`config.mk`:
```
export PLATFORM = sky130hd
export DESIGN_NAME = uart_tx_arbiter
export DESIGN_NICKNAME = d
export VERILOG_FILES = /design/src/rtl/uart_pkg.sv /design/src/rtl/rr_picker.sv /design/src/rtl/uart_tx_arbiter.sv
export SDC_FILE = /design/constraint.sdc
export NUM_CORES = 1
export LEC_CHECK = 0
export CAP_MARGIN = 20
export CORE_ASPECT_RATIO = 0.75
export CORE_MARGIN = 8
export CORE_UTILIZATION = 25
export DETAILED_ROUTE_END_ITERATION = 8
export PLACE_DENSITY = 0.54
export SETUP_SLACK_MARGIN = 0.3
export SYNTH_ARGS = -nofsm -noshare
export SYNTH_HDL_FRONTEND = slang
export SYNTH_SLANG_ARGS = --single-unit
```
`constraint.sdc`:
```
create_clock -name clock -period 3.8 [get_ports clock]
set_input_delay 0.57 -clock clock [delete_from_list [all_inputs] [get_ports clock]]
set_output_delay 0.57 -clock clock [all_outputs]
set_load 0.1 [all_outputs]
```
`src/rtl/uart_pkg.sv`:
```
// Shared types for the uart_tx / uart_rx family and the transmit arbiter.
// Holds the arbiter FSM encoding and the byte type used on the data path.
package uart_pkg;

   localparam int UART_BYTE_W = 8;

   typedef logic [UART_BYTE_W-1:0] uart_byte_t;

   typedef enum logic [2:0] {
      ARB_IDLE,
      ARB_LOAD,
      ARB_START,
      ARB_BUSY,
      ARB_DONE
   } uart_arb_state_t;

endpackage

```
`src/rtl/rr_picker.sv`:
```
// Combinational round-robin picker: one-hot select of the first
// request found at or after the start pointer, wrapping around.
module rr_picker #(
   parameter int Ports = 4
) (
   input  logic [Ports-1:0]         req,
   input  logic [$clog2(Ports)-1:0] ptr,
   output logic [Ports-1:0]         pick
);

   int   idx;
   logic found;

   always_comb begin
      pick  = '0;
      found = 1'b0;
      idx   = 0;
      for (int k = 0; k < Ports; k++) begin
         idx = int'(ptr) + k;
         if (idx >= Ports) begin
            idx = idx - Ports;
         end
         if (!found && req[idx]) begin
            pick[idx] = 1'b1;
            found     = 1'b1;
         end
      end
   end

endmodule

```
`src/rtl/uart_tx_arbiter.sv`:
```
// Round-robin arbiter sharing one uart_tx between byte-stream requesters.
// A grant is held for a whole frame, or until the owner stalls too long.
module uart_tx_arbiter
   import uart_pkg::*;
#(
   parameter int Ports   = 4,
   parameter int Timeout = 1024
) (
   input  logic               clock,
   input  logic               reset,
   input  logic [Ports-1:0]   req_valid,
   input  logic [Ports*8-1:0] req_data,
   input  logic [Ports-1:0]   req_last,
   output logic [Ports-1:0]   req_ready,
   output logic [Ports-1:0]   grant,
   output logic               busy,
   output logic               txen,
   output logic [7:0]         data,
   input  logic               cts
);

   localparam int PW = $clog2(Ports);
   localparam int TW = $clog2(Timeout);
   localparam logic [TW-1:0] TLAST = TW'(Timeout - 2);
   localparam logic [PW-1:0] PLAST = PW'(Ports - 1);

   uart_arb_state_t state_q, state_d;
   logic [Ports-1:0] grant_q, grant_d;
   logic             busy_q, busy_d;
   logic [PW-1:0]    ptr_q, ptr_d;
   logic             txen_q, txen_d;
   uart_byte_t       data_q, data_d;
   logic             last_q, last_d;
   logic [TW-1:0]    tcnt_q, tcnt_d;

   logic [Ports-1:0] pick;
   logic [PW-1:0]    gidx;
   logic [PW-1:0]    ptr_nxt;
   logic             sel_valid;
   logic             sel_last;
   uart_byte_t       sel_data;
   logic             release_g;

   rr_picker #(
      .Ports(Ports)
   ) u_pick (
      .req  (req_valid),
      .ptr  (ptr_q),
      .pick (pick)
   );

   always_comb begin
      gidx = '0;
      for (int k = 0; k < Ports; k++) begin
         if (grant_q[k]) begin
            gidx = PW'(k);
         end
      end
   end

   assign sel_valid = req_valid[gidx];
   assign sel_last  = req_last[gidx];
   assign sel_data  = req_data[{gidx, 3'b000} +: 8];
   assign ptr_nxt   = (gidx == PLAST) ? '0 : gidx + 1'b1;

   always_comb begin
      state_d   = state_q;
      grant_d   = grant_q;
      busy_d    = busy_q;
      ptr_d     = ptr_q;
      txen_d    = 1'b0;
      data_d    = data_q;
      last_d    = last_q;
      tcnt_d    = tcnt_q;
      req_ready = '0;
      release_g = 1'b0;
      unique case (state_q)
         ARB_IDLE: begin
            if (|req_valid) begin
               grant_d = pick;
               busy_d  = 1'b1;
               state_d = ARB_LOAD;
            end
         end
         ARB_LOAD: begin
            if (sel_valid) begin
               if (cts) begin
                  req_ready = grant_q;
                  data_d    = sel_data;
                  txen_d    = 1'b1;
                  last_d    = sel_last;
                  tcnt_d    = '0;
                  state_d   = ARB_START;
               end
            end else if (tcnt_q == TLAST) begin
               release_g = 1'b1;
            end else begin
               tcnt_d = tcnt_q + 1'b1;
            end
         end
         ARB_START: begin
            state_d = ARB_BUSY;
         end
         ARB_BUSY: begin
            if (!cts) begin
               state_d = ARB_DONE;
            end
         end
         ARB_DONE: begin
            if (cts) begin
               if (last_q) begin
                  release_g = 1'b1;
               end else begin
                  state_d = ARB_LOAD;
               end
            end
         end
         default: begin
            state_d = ARB_IDLE;
         end
      endcase
      if (release_g) begin
         grant_d = '0;
         busy_d  = 1'b0;
         ptr_d   = ptr_nxt;
         tcnt_d  = '0;
         state_d = ARB_IDLE;
      end
      // the abort cycle must not consume a byte
      if (reset) begin
         req_ready = '0;
      end
   end

   always_ff @(posedge clock) begin
      if (reset) begin
         state_q <= ARB_IDLE;
         grant_q <= '0;
         busy_q  <= 1'b0;
         ptr_q   <= '0;
         txen_q  <= 1'b0;
         data_q  <= '0;
         last_q  <= 1'b0;
         tcnt_q  <= '0;
      end else begin
         state_q <= state_d;
         grant_q <= grant_d;
         busy_q  <= busy_d;
         ptr_q   <= ptr_d;
         txen_q  <= txen_d;
         data_q  <= data_d;
         last_q  <= last_d;
         tcnt_q  <= tcnt_d;
      end
   end

   assign grant = grant_q;
   assign busy  = busy_q;
   assign txen  = txen_q;
   assign data  = data_q;

endmodule

```
==> summary.txt <==
Final layout
  • Most common cell after layout, fill and taps aside: clkdlybuf4s50_1
  • Ant diodes: 0
  • Final Non-Filler Cells: 398
  • NumNets Final: 345
  • Area grow syn2layout: 41.98%
  • FILL cells: 844
  • Register area: 600.6 µm²
  • Most frequent cells in the layout: 53 x clkdlybuf4s50_1, 30 x dfxtp_1, 21 x nor2_1
  • Fin util: 35.91%
  • Multi-input combinational cell area: 0.001269 mm²
  • Layout cells sized above 1: 9.556%
  • Final Cell Area: 0.002793 mm²

Timing
  • Clock skew: 0.003438 ns
  • Worst-Margin Slew: 1.006 ns
  • Tmin final: 3.135 ns
  • Slew Limit Fails: 0
  • Worst rel slew slack: 32.70%
  • RSZ-0062 raised after global routing: false
  • Tcrit/Tclk final: 82.51%
  • Final hold violations: 0
  • Hold slack: 0.4890 ns
  • Fmax: 319.0 MHz
  • # setup viols final: 0
  • Worst setup margin: 0.6648 ns
  • Fin Setup TNS: 0 ns

CTS
  • CTS tree: yes
  • Total CTS buffers: 5
  • Post CTS Setup Buffer Count: 0
  • Worst skew pair latency: 0.28 ns
  • Post-CTS Resized: 0
  • Clk slew on worst S/H paths: 0.06 ns
  • Clock root cell: clkbuf_8
  • Max Buffers Root-to-Sink: 2
  • Hold Buf Count CTS: 0
  • H-tree Lvls: 2
  • Clk sinks: 30

Power
  • Comb pwr share: 43.2%
  • Static leakage: 0.9551 nW
  • VDD IR max: 0.2293 mV
  • Cell-internal power: 669.0 µW
  • Net Sw Power: 478.5 µW
  • Pwr/cell area: 410.9 mW/mm²
  • Total power: 1.147 mW
  • Clock network power share: 23.4%
  • Part of the power in registers: 33.3%
  • Net Sw Frac: 41.70%

Worst hold path
  • Hold Path Depth: 2
  • Worst hold path class: reg2reg

Logic synthesis
  • Synth async-reset ratio: 0%
  • Post-Syn Area: 0.001967 mm²
  • Net Count, Synth: 288
  • Gate Count Post-Synth: 235
  • Synth top area share: 30.53%
  • Avg Synthesized Cell Area: 8.370 µm²
  • Synth Flop Type: dfxtp_1
  • Number of synthesized flops with an enable pin: 0
  • Seq/Total Area, Yosys: 30.53%
  • Ranking of synthesized cells by area: dfxtp_1 31%, mux2i_1 9.7%, ha_1 6.4%, nor2_1 4.0%, a211oi_1 3.8%
  • Largest area contributor in the netlist: dfxtp_1
  • Netlist cell types: 41
  • Synth Warn #: 0
  • Yosys reg bits: 30

GRT
  • Vias in the first global route: 1843
  • Initial antenna violation count: 0
  • Global-route wire length before repair: 9308 µm
  • Largest net degree at the start of global routing: 27
  • GRT Total Usage: 10.21%
  • Total gr overflow: 0

Die
  • Total I/O pin count: 61
  • Placement Rows: 28
  • Core ar.: 0.007777 mm²
  • Die area: 0.01099 mm²
  • Die X: 118.4 µm
  • Starting Density: 25.29%
  • Die span in y: 92.82 µm

Flow run
  • Max-Cap Viols: 0

Critical path
  • WP data arrival: 2.57 ns
  • Data required, critical path: 3.23 ns
  • Register-to-Register Path Depth: 7
  • Startpoint types: input pin
  • CP Class: in2out
  • Setup crit end kind: output port
  • Max Fanout on Critical Path: 9

Place
  • IO buf count: 60
  • Placed insts: 390
  • Worst slack, placed: 0.6637 ns
  • Gpl congestion: 0.7909
  • Post-DP HPWL: 4320 µm
  • Placed Area: 0.002701 mm²

Routing
  • First-iteration detailed-routing DRC count: 104
  • Drt wl/cell: 14.10 µm
  • Drt first pass iters: 4
  • Post-Route WL: 5611 µm
  • Via density: 4.864
  • DRC violation count after routing: 0
  • Antenna Nets Post-Route: 0
  • Via count: 1936

Run status
  • Status: finished, final reports clean
state kept, by name, indices dropped and copies added (netlist names):
register	count
grant	4
txen	1
last_q	1
data	8
tcnt_q	10
ptr_q	2
state_q	3
busy	1
metal layers:
metal	share of wire (%)	global-route usage, %
met1	49	13.67
met2	42	14.49
met3	8.3	4.438
met4	1.0	2.938
met5	0	0
final timing paths:
path | from | endpoint | slack [ns]
max | req_valid[1] | req_ready[3] | 0.66
min | busy$_SDFFE_PP0P_ | busy$_SDFFE_PP0P_ | 0.49
max reg2reg | ptr_q[1]$_SDFFE_PP0P_ | grant[0]$_SDFFE_PP0P_ | 1.19
min reg2reg | busy$_SDFFE_PP0P_ | busy$_SDFFE_PP0P_ | 0.49
area by class of cell:
class / count / area share (%)
Sequential cell: 30 / 21.51
Inverter: 8 / 1.075
Clock inverter: 1 / 0.1792
Clock buffer: 7 / 3.091
Multi-Input combinational cell: 182 / 45.43
Tap cell: 105 / 4.704
Timing Repair Buffer: 65 / 24.01
critical path: stages:
cell and delay, ns:
clkdlybuf4s50_1 0.62, mux2i_1 0.18, a221oi_1 0.26, buf_4 0.18, and3_1 0.17, and2b_1 0.21
and2_2 0.19, buf_12 0.17
logic make-up (layout without fill, tap and decap cells):
family          Yosys count  in the layout  share of synthesized area (%)
fa+ha+maj                10             10                          6.361
mux                      21             21                          11.96
simple gates             86             86                          23.35
compound gates           65             65                          22.58
flops                    30             30                          30.53
buf+inv                  23             81                          5.216
synth_stat cells, drive strengths merged (6+ instances only):
cell / instances
a211oi: 10
clkbuf: 9
nor2: 21
ha: 10
a221oi: 6
o21ai: 15
dfxtp: 30
nor3b: 6
buf: 6
nand2: 18
mux2i: 19
inv: 8
or3: 6
a21oi: 14
power by group through the flow:
stage	Sequential, mW	Clock [mW]	Combinational, mW
after floorplan	0.529	0	0.216
after global placement	0.389	0	0.498
after detailed placement	0.390	0	0.501
after CTS	0.383	0.277	0.501
after global routing	0.389	0.292	0.534
final	0.382	0.269	0.496
(Power assumes the default switching activity.)
